[src/rtl/shift_normalizer_pkg.sv]
// Shared types and constants for the iterative normalizer.
// State encodings are fixed so that debug dumps line up with the barrel shifter's.
// The mode constants match the barrel shifter's logical/arithmetic selector.
package shift_normalizer_pkg;

  localparam int SN_DATA_W  = 32;
  localparam int SN_SHAMT_W = 5;

  typedef enum logic [1:0] {
    SN_IDLE = 2'd0,
    SN_BUSY = 2'd1,
    SN_DONE = 2'd2
  } sn_state_e;

  localparam logic SHIFT_LOGIC = 1'b0;
  localparam logic SHIFT_ARITH = 1'b1;

endpackage

[src/rtl/shift_normalizer_if.sv]
// Operand/result handshake bundle for shift_normalizer.
// master = operand source and result consumer, slave = the normalizer.
// Plain valid/ready on both directions; no credits.
interface shift_normalizer_if #(
  parameter int data_width      = 32,
  parameter int shift_amt_width = 5
);
  logic                       in_valid;
  logic                       in_ready;
  logic [data_width-1:0]      data_in;
  logic                       arith;
  logic                       out_valid;
  logic                       out_ready;
  logic [data_width-1:0]      data_out;
  logic [shift_amt_width-1:0] shift_amt;
  logic                       trivial;

  modport master (
    output in_valid, data_in, arith, out_ready,
    input  in_ready, out_valid, data_out, shift_amt, trivial
  );

  modport slave (
    input  in_valid, data_in, arith, out_ready,
    output in_ready, out_valid, data_out, shift_amt, trivial
  );
endinterface

[src/rtl/shift_normalizer_norm_stage.sv]
// One binary-search step of the normalizer: tests the top 2**k (logical) or 2**k+1 (arith) bits.
// Latency: purely combinational.
// Backpressure: none; the caller sequences k.
module norm_stage
  import shift_normalizer_pkg::*;
#(
  parameter int data_width      = SN_DATA_W,
  parameter int shift_amt_width = SN_SHAMT_W
) (
  input  logic [data_width-1:0]      word_i,
  input  logic [shift_amt_width-1:0] k_i,
  input  logic                       arith_i,
  output logic [data_width-1:0]      word_o,
  output logic                       hit_o
);

  localparam logic [data_width-1:0] ALL_ONES = '1;

  logic [shift_amt_width:0] n_w;
  logic [shift_amt_width:0] n1_w;
  logic [data_width-1:0]    mask_n;
  logic [data_width-1:0]    mask_n1;
  logic [data_width-1:0]    top_n1;

  // n = 2**k; masks select the top n and top n+1 bits of the word
  assign n_w     = (shift_amt_width + 1)'(1) << k_i;
  assign n1_w    = n_w + (shift_amt_width + 1)'(1);
  assign mask_n  = ~(ALL_ONES >> n_w);
  assign mask_n1 = ~(ALL_ONES >> n1_w);
  assign top_n1  = word_i & mask_n1;

  // Hit when the tested field is redundant; a hit shifts it out with zero fill
  always_comb begin
    hit_o  = 1'b0;
    word_o = word_i;
    if (arith_i == SHIFT_ARITH) begin
      hit_o = (top_n1 == '0) || (top_n1 == mask_n1);
    end else begin
      hit_o = ((word_i & mask_n) == '0);
    end
    if (hit_o) begin
      word_o = word_i << n_w;
    end
  end

endmodule

[src/rtl/shift_normalizer.sv]
// Iterative normalizer: leading-zero / redundant-sign count plus the normalized word.
// Latency: accept edge N, out_valid high after edge N+shift_amt_width+1.
// Backpressure: single operand in flight; in_ready only in IDLE, result held until out_ready.
module shift_normalizer
  import shift_normalizer_pkg::*;
#(
  parameter int data_width      = SN_DATA_W,
  parameter int shift_amt_width = SN_SHAMT_W
) (
  input logic               clk,
  input logic               rst_n,
  shift_normalizer_if.slave bus
);

  if (data_width != (1 << shift_amt_width)) begin : g_width_check
    $error("shift_normalizer: data_width must equal 2**shift_amt_width");
  end

  localparam logic [shift_amt_width-1:0] K_TOP = shift_amt_width'(shift_amt_width - 1);
  localparam logic [shift_amt_width-1:0] K_ONE = shift_amt_width'(1);

  sn_state_e                  state_q, state_d;
  logic [data_width-1:0]      work_q, work_d;
  logic [shift_amt_width-1:0] cnt_q, cnt_d;
  logic [shift_amt_width-1:0] k_q, k_d;
  logic                       mode_q, mode_d;
  logic                       triv_q, triv_d;
  // Result registers keep the outputs quiet while the working word iterates
  logic [data_width-1:0]      res_dat_q, res_dat_d;
  logic [shift_amt_width-1:0] res_amt_q, res_amt_d;
  logic                       res_triv_q, res_triv_d;
  logic                       out_vld_q, out_vld_d;

  logic [data_width-1:0]      stage_word;
  logic                       stage_hit;

  norm_stage #(
    .data_width      (data_width),
    .shift_amt_width (shift_amt_width)
  ) u_stage (
    .word_i  (work_q),
    .k_i     (k_q),
    .arith_i (mode_q),
    .word_o  (stage_word),
    .hit_o   (stage_hit)
  );

  // Next state: accept in IDLE, one search step per BUSY cycle, publish then hand off in DONE
  always_comb begin
    state_d    = state_q;
    work_d     = work_q;
    cnt_d      = cnt_q;
    k_d        = k_q;
    mode_d     = mode_q;
    triv_d     = triv_q;
    res_dat_d  = res_dat_q;
    res_amt_d  = res_amt_q;
    res_triv_d = res_triv_q;
    out_vld_d  = out_vld_q;
    case (state_q)
      SN_IDLE: begin
        if (bus.in_valid) begin
          work_d  = bus.data_in;
          mode_d  = bus.arith;
          cnt_d   = '0;
          triv_d  = (bus.data_in == '0) || (bus.arith && (&bus.data_in));
          k_d     = K_TOP;
          state_d = SN_BUSY;
        end
      end
      SN_BUSY: begin
        work_d     = stage_word;
        cnt_d[k_q] = stage_hit;
        if (k_q == '0) begin
          state_d = SN_DONE;
        end else begin
          k_d = k_q - K_ONE;
        end
      end
      SN_DONE: begin
        // First DONE cycle copies the finished search into the output registers
        if (!out_vld_q) begin
          res_dat_d  = work_q;
          res_amt_d  = cnt_q;
          res_triv_d = triv_q;
          out_vld_d  = 1'b1;
        end else if (bus.out_ready) begin
          out_vld_d = 1'b0;
          state_d   = SN_IDLE;
        end
      end
      default: begin
        state_d   = SN_IDLE;
        out_vld_d = 1'b0;
      end
    endcase
  end

  // State and datapath registers; reset drops any operand in flight
  always_ff @(posedge clk or negedge rst_n) begin
    if (!rst_n) begin
      state_q    <= SN_IDLE;
      work_q     <= '0;
      cnt_q      <= '0;
      k_q        <= '0;
      mode_q     <= SHIFT_LOGIC;
      triv_q     <= 1'b0;
      res_dat_q  <= '0;
      res_amt_q  <= '0;
      res_triv_q <= 1'b0;
      out_vld_q  <= 1'b0;
    end else begin
      state_q    <= state_d;
      work_q     <= work_d;
      cnt_q      <= cnt_d;
      k_q        <= k_d;
      mode_q     <= mode_d;
      triv_q     <= triv_d;
      res_dat_q  <= res_dat_d;
      res_amt_q  <= res_amt_d;
      res_triv_q <= res_triv_d;
      out_vld_q  <= out_vld_d;
    end
  end

  assign bus.in_ready  = (state_q == SN_IDLE);
  assign bus.out_valid = out_vld_q;
  assign bus.data_out  = res_dat_q;
  assign bus.shift_amt = res_amt_q;
  assign bus.trivial   = res_triv_q;

endmodule

[src/flat_wrapper.sv]
// flat-port wrapper written by rule: the top's interface ports become plain ports
module shift_normalizer_flat import shift_normalizer_pkg::*;
#(
  parameter int data_width      = SN_DATA_W,
  parameter int shift_amt_width = SN_SHAMT_W
)
  (clk, rst_n, bus_in_valid, bus_data_in, bus_arith, bus_out_ready, bus_in_ready, bus_out_valid, bus_data_out, bus_shift_amt, bus_trivial);
  shift_normalizer_if #(.data_width(data_width), .shift_amt_width(shift_amt_width)) bus_i ();
  input logic clk;
  input logic rst_n;
  input wire logic [$bits(bus_i.in_valid)-1:0] bus_in_valid;
  input wire logic [$bits(bus_i.data_in)-1:0] bus_data_in;
  input wire logic [$bits(bus_i.arith)-1:0] bus_arith;
  input wire logic [$bits(bus_i.out_ready)-1:0] bus_out_ready;
  output wire logic [$bits(bus_i.in_ready)-1:0] bus_in_ready;
  output wire logic [$bits(bus_i.out_valid)-1:0] bus_out_valid;
  output wire logic [$bits(bus_i.data_out)-1:0] bus_data_out;
  output wire logic [$bits(bus_i.shift_amt)-1:0] bus_shift_amt;
  output wire logic [$bits(bus_i.trivial)-1:0] bus_trivial;
  assign bus_i.in_valid = bus_in_valid;
  assign bus_i.data_in = bus_data_in;
  assign bus_i.arith = bus_arith;
  assign bus_i.out_ready = bus_out_ready;
  assign bus_in_ready = bus_i.in_ready;
  assign bus_out_valid = bus_i.out_valid;
  assign bus_data_out = bus_i.data_out;
  assign bus_shift_amt = bus_i.shift_amt;
  assign bus_trivial = bus_i.trivial;
  shift_normalizer #(.data_width(data_width), .shift_amt_width(shift_amt_width)) u_core (.clk(clk), .rst_n(rst_n), .bus(bus_i));
endmodule
[config.mk]
export PLATFORM = sky130hd
export DESIGN_NAME = shift_normalizer_flat
export DESIGN_NICKNAME = d
export VERILOG_FILES = /design/src/rtl/shift_normalizer_pkg.sv /design/src/rtl/shift_normalizer_if.sv /design/src/rtl/shift_normalizer_norm_stage.sv /design/src/rtl/shift_normalizer.sv /design/src/flat_wrapper.sv
export SDC_FILE = /design/constraint.sdc
export NUM_CORES = 1
export LEC_CHECK = 0
export BUFFER_PORTS_ARGS = -buffer_cell sky130_fd_sc_hd__buf_2
export CAP_MARGIN = 40
export CORE_UTILIZATION = 40
export DETAILED_ROUTE_END_ITERATION = 12
export SLEW_MARGIN = 20
export SYNTH_ARGS = -nofsm -noshare
export SYNTH_HDL_FRONTEND = slang
export SYNTH_SLANG_ARGS = --single-unit
[constraint.sdc]
create_clock -name clk -period 5.9 [get_ports clk]
set_clock_uncertainty 0.15 [all_clocks]
set_input_delay 0.885 -clock clk [delete_from_list [all_inputs] [get_ports clk]]
set_output_delay 0.885 -clock clk [all_outputs]
set_load 0.02 [all_outputs]
==> flow_summary.html <==
<table>
<tr><th>Metric</th><th>Value</th></tr>
<tr><th colspan="2">Status</th></tr>
<tr><td>Result of the run</td><td>complete, no violations</td></tr>
<tr><th colspan="2">Clock tree</th></tr>
<tr><td>CTS Buf Count</td><td>9</td></tr>
<tr><td>H-tree Lvls</td><td>3</td></tr>
<tr><td>Post CTS Setup Buffer Count</td><td>0</td></tr>
<tr><td>Clock tree from TritonCTS</td><td>built</td></tr>
<tr><td># clock sinks</td><td>85</td></tr>
<tr><td>Clock latency on the worst-skew pair</td><td>0.35 ns</td></tr>
<tr><td>Maximum clock insertion buffer count</td><td>2</td></tr>
<tr><td>Number of gates given a new drive strength after cts</td><td>0</td></tr>
<tr><td>CTS clock-pin slew for the worst setup and hold paths</td><td>0.06 ns</td></tr>
<tr><td>Root buffer cell</td><td>sky130_fd_sc_hd__clkbuf_16</td></tr>
<tr><td>Hold buffer count at CTS</td><td>0</td></tr>
<tr><th colspan="2">GRT</th></tr>
<tr><td>Aggregate global routing overflow</td><td>0</td></tr>
<tr><td>Number of antenna violations at the first check in global routing</td><td>0</td></tr>
<tr><td>Via count of the first global-routing pass</td><td>5560</td></tr>
<tr><td>Maximum number of pins on one net before global-route repair</td><td>~50</td></tr>
<tr><td>Overall global routing resource usage</td><td>28.2%</td></tr>
<tr><td>Wire length of the first global-routing pass</td><td>approximately 34 mm</td></tr>
<tr><th colspan="2">Cells and area</th></tr>
<tr><td>Area growth syn-to-layout</td><td>12.3%</td></tr>
<tr><td>Share of cells above drive strength 1</td><td>between 20% and 30%</td></tr>
<tr><td>Commonest non-fill, non-tap cells in the layout</td><td>84 x sky130_fd_sc_hd__dfrtp_1, 75 x sky130_fd_sc_hd__buf_2, 69 x sky130_fd_sc_hd__nand2_1, 67 x sky130_fd_sc_hd__mux2_2, 51 x sky130_fd_sc_hd__nor2_1</td></tr>
<tr><td>Antenna Diode Count</td><td>0</td></tr>
<tr><td>Summed area of non-filler cells in the final layout</td><td>6960 um2</td></tr>
<tr><td>Non-filler instance count after layout</td><td>900</td></tr>
<tr><td>Final #Nets</td><td>754</td></tr>
<tr><td>Leading cell type in the layout, fill and taps excluded</td><td>sky130_fd_sc_hd__dfrtp_1</td></tr>
<tr><th colspan="2">Yosys</th></tr>
<tr><td>Synth warnings</td><td>0</td></tr>
<tr><td>Post-synthesis average cell area</td><td>roughly 9 um2</td></tr>
<tr><td>Number of cells produced by synthesis</td><td>~670</td></tr>
<tr><td>Top FF cell, synth</td><td>sky130_fd_sc_hd__dfrtp_1</td></tr>
<tr><td>Mapped Area</td><td>6200 um2</td></tr>
<tr><td>Cell variety after synth</td><td>70</td></tr>
<tr><td>Share of flip-flops with an asynchronous set or reset</td><td>100%</td></tr>
<tr><td>Number of synthesized register bits</td><td>85</td></tr>
<tr><td>Part of the Yosys area used for sequential elements</td><td>34.3%</td></tr>
<tr><td>EDFF count, synth</td><td>0</td></tr>
<tr><td>Syn Nets</td><td>just over 700</td></tr>
<tr><th colspan="2">Critical path</th></tr>
<tr><td>Worst path bufs/invs</td><td>1</td></tr>
<tr><td>Cells along the critical path</td><td>or4b_1 &gt; nor2_1 &gt; ha_1 &gt; nor2b_1 &gt; o211ai_1 &gt; a2111oi_0 &gt; nand4_1 &gt; or4b_2 &gt; nand4_2 &gt; buf_4 &gt; mux2_2</td></tr>
<tr><td>Kind of cell adding the most delay to the critical path</td><td>simple AND/OR/NAND/NOR gates</td></tr>
<tr><td>Largest fanout of any net on the critical path</td><td>29</td></tr>
<tr><td>Worst Path Class, Setup</td><td>flop to flop</td></tr>
<tr><td>Slowest CP cell</td><td>sky130_fd_sc_hd__or4b_1</td></tr>
<tr><td>Setup slack of the worst register-to-register path</td><td>around 1 ns</td></tr>
<tr><td>Startpoint Class</td><td>flop</td></tr>
<tr><td>WP data required</td><td>5.98 ns</td></tr>
<tr><td>CP max stage delay</td><td>0.78 ns</td></tr>
<tr><td>Category of the worst setup path capture point</td><td>flop</td></tr>
<tr><td>Worst EP arrival</td><td>4.99 ns</td></tr>
<tr><th colspan="2">Power</th></tr>
<tr><td>Design internal power</td><td>2.34 mW</td></tr>
<tr><td>Combinational power share</td><td>a little under three fifths</td></tr>
<tr><td>Proportion of power drawn by the clock network</td><td>around 14%</td></tr>
<tr><td>Switching power</td><td>around 2.3 mW</td></tr>
<tr><td>PD cells</td><td>~660 nW/um2</td></tr>
<tr><td>Sequential Power Share</td><td>~29%</td></tr>
<tr><td>Max rail drop VDD</td><td>0.000247 V</td></tr>
<tr><td>Sw frac</td><td>roughly half</td></tr>
<tr><td>Leakage power</td><td>roughly 2.9 nW</td></tr>
<tr><th colspan="2">Placed design</th></tr>
<tr><td>Cell count after placement</td><td>884</td></tr>
<tr><td>Post-detailed-placement half-perimeter wirelength</td><td>around 15 mm</td></tr>
<tr><td>Area after detailed placement</td><td>between 6000 and 7000 um2</td></tr>
<tr><td>Final RePlAce weighted congestion</td><td>0.928</td></tr>
<tr><td>Count of port buffers added during placement</td><td>76</td></tr>
<tr><th colspan="2">Drt</th></tr>
<tr><td>Length of the first detailed-routing pass in iterations</td><td>5</td></tr>
<tr><td>Drt via density</td><td>between 6 and 7</td></tr>
<tr><td>ANT nets after route</td><td>0</td></tr>
<tr><td>Wire length per cell</td><td>about 24 um</td></tr>
<tr><td>Residual DRC</td><td>0</td></tr>
<tr><td>Sum of routed wire length over all layers</td><td>roughly 22 mm</td></tr>
<tr><td>Count of vias placed by the detailed router</td><td>slightly below 6000</td></tr>
<tr><td>Number of DRC markers after the initial detailed-route iteration</td><td>520</td></tr>
<tr><th colspan="2">Die</th></tr>
<tr><td>Overall die width</td><td>126 um</td></tr>
<tr><td>Die area</td><td>between 15000 and 20000 um2</td></tr>
<tr><td>Starting Density</td><td>around 41%</td></tr>
<tr><td>Num rows</td><td>45</td></tr>
<tr><td>IO Count</td><td>77</td></tr>
<tr><td>Core footprint</td><td>approximately 15000 um2</td></tr>
<tr><td>Die Height</td><td>around 130 um</td></tr>
<tr><th colspan="2">STA</th></tr>
<tr><td>Endpoints failing setup</td><td>0</td></tr>
<tr><td>Endpoints failing hold</td><td>0</td></tr>
<tr><td>Final clock period utilization by the worst path</td><td>83.1%</td></tr>
<tr><td>Fin. max-slew vios</td><td>0</td></tr>
<tr><td>Highest attainable clock frequency</td><td>0.204 GHz</td></tr>
<tr><td>Unrepaired setup endpoints after global routing</td><td>no</td></tr>
<tr><td>Pin slew with the least headroom to its limit</td><td>between 0.8 and 0.9 ns</td></tr>
<tr><td>Fin crit period</td><td>roughly 4.9 ns</td></tr>
<tr><td>Total negative slack</td><td>0 ns</td></tr>
<tr><td>Worst max-slew margin expressed relative to the limit</td><td>roughly 44%</td></tr>
<tr><th colspan="2">Run</th></tr>
<tr><td>Max-cap viol count</td><td>0</td></tr>
<tr><th colspan="2">Worst hold path</th></tr>
<tr><td>Hold Path Class</td><td>flop to flop</td></tr>
</table>
cells in the mapped netlist, types with 2 or more instances:
cell type | count | area [um2]
sky130_fd_sc_hd__mux2_4 | 4 | 60.1
sky130_fd_sc_hd__and3_1 | 3 | 18.8
sky130_fd_sc_hd__nand4_1 | 16 | 100
sky130_fd_sc_hd__xor2_1 | 2 | 17.5
sky130_fd_sc_hd__o2bb2ai_1 | 3 | 26.3
sky130_fd_sc_hd__nand3b_1 | 2 | 15.0
sky130_fd_sc_hd__o21ai_0 | 47 | 235
sky130_fd_sc_hd__buf_1 | 5 | 18.8
sky130_fd_sc_hd__a21oi_1 | 38 | 190
sky130_fd_sc_hd__or3_1 | 6 | 37.5
sky130_fd_sc_hd__nor3b_1 | 3 | 22.5
sky130_fd_sc_hd__a211oi_1 | 8 | 60.1
sky130_fd_sc_hd__mux4_2 | 13 | 293
sky130_fd_sc_hd__a221oi_1 | 5 | 43.8
sky130_fd_sc_hd__or4b_2 | 2 | 20.0
sky130_fd_sc_hd__o211ai_1 | 20 | 150
sky130_fd_sc_hd__or2_2 | 2 | 12.5
sky130_fd_sc_hd__nand2b_1 | 7 | 43.8
sky130_fd_sc_hd__ha_1 | 10 | 125
sky130_fd_sc_hd__o31ai_1 | 5 | 37.5
sky130_fd_sc_hd__nand2_1 | 69 | 259
sky130_fd_sc_hd__mux2i_1 | 26 | 260
sky130_fd_sc_hd__o21a_1 | 2 | 15.0
sky130_fd_sc_hd__mux2_2 | 67 | 754
sky130_fd_sc_hd__nor2b_1 | 9 | 56.3
sky130_fd_sc_hd__nor3_1 | 4 | 20.0
sky130_fd_sc_hd__a21boi_0 | 2 | 15.0
sky130_fd_sc_hd__a2bb2oi_1 | 2 | 17.5
sky130_fd_sc_hd__nor4_1 | 14 | 87.6
sky130_fd_sc_hd__nand3_1 | 10 | 50.1
sky130_fd_sc_hd__o32a_1 | 3 | 30.0
sky130_fd_sc_hd__a22oi_1 | 7 | 52.6
sky130_fd_sc_hd__nor2_1 | 51 | 191
sky130_fd_sc_hd__a31oi_1 | 7 | 43.8
sky130_fd_sc_hd__a32oi_1 | 2 | 17.5
sky130_fd_sc_hd__buf_2 | 18 | 90.1
sky130_fd_sc_hd__dfrtp_1 | 85 | 2130
sky130_fd_sc_hd__a22o_1 | 4 | 35.0
sky130_fd_sc_hd__inv_1 | 18 | 67.6
sky130_fd_sc_hd__a221o_1 | 2 | 20.0
sky130_fd_sc_hd__o221ai_1 | 2 | 17.5
sky130_fd_sc_hd__clkbuf_1 | 37 | 139
sky130_fd_sc_hd__or4_1 | 2 | 15.0
layer usage:
| metal | GRT usage, % | vias to the layer above | share of wire, % | wire length [um] |
|---|---|---|---|---|
| li1 | - | 2568 | - | - |
| met1 | 38.3 | 2814 | 42 | 9150 |
| met2 | 43.4 | 353 | 44 | 9610 |
| met3 | 4.72 | 70 | 9.0 | 1950 |
| met4 | 14.2 | 0 | 4.3 | 932 |
| met5 | 0 | - | 0 | 0 |
final timing paths:
path                       cells past startpoint                      startpoint                                   to
max in group asynchronous                      2                           rst_n   u_core.bus.data_out[1]$_DFFE_PN0P_
min                                            1  u_core.bus.trivial$_DFFE_PN0P_       u_core.bus.trivial$_DFFE_PN0P_
min reg2reg                                    1  u_core.bus.trivial$_DFFE_PN0P_       u_core.bus.trivial$_DFFE_PN0P_
min in group asynchronous                      1                           rst_n  u_core.bus.data_out[26]$_DFFE_PN0P_
max reg2reg                                   11       u_core.k_q[1]$_DFFE_PN0P_        u_core.work_q[20]$_DFFE_PN0P_
max                                           11       u_core.k_q[1]$_DFFE_PN0P_        u_core.work_q[20]$_DFFE_PN0P_
stage by stage:
step	setup WS (ns)	power [mW]	util (%)	hold WS [ns]
after floorplan	0.775	3.11	-	0.294
after global placement	1.12	3.91	43.8	0.307
after detailed placement	1.04	3.93	43.8	0.341
after CTS	1.02	4.59	46.0	0.356
after global routing	0.698	4.90	46.0	0.368
final	0.995	4.62	46.0	0.350
cells by family after synthesis:
logic type / synth area share (%)
muxes: 22.1
and+or+nand+nor: 17.1
adders and majority gates: 2.02
buffers and inverters: 5.96
AOI/OAI and AO/OA: 18.2
xor gates and xnor gates: 0.424
DFF: 34.3
power groups by stage:
stage / registers (mW) / logic, mW / clock network, mW
global route: 1.39 / 2.83 / 0.676
detailed placement: 1.35 / 2.59 / 0
floorplan: 1.14 / 1.96 / 0
global placement: 1.34 / 2.57 / 0
finish: 1.36 / 2.62 / 0.638
CTS: 1.33 / 2.60 / 0.657
area by class of cell:
cell class,instances,area (um2)
clock buffers,11,253
well taps,188,235
clock inverters,5,82.6
flip-flops and latches,85,2130
repair buffers,89,480
inverters,18,67.6
multi-input cells,504,3710
fillers,1462,8180
flip-flops by register name (all words and copies together), names as in the netlist:
signal	count
u_core.bus.out_valid	1
u_core.bus.shift_amt	5
u_core.mode_q	1
u_core.triv_q	1
u_core.state_q	2
u_core.bus.data_out	32
u_core.work_q	32
u_core.k_q	5
u_core.cnt_q	5
u_core.bus.trivial	1
No activity file was read; power rests on OpenSTA's default activity.
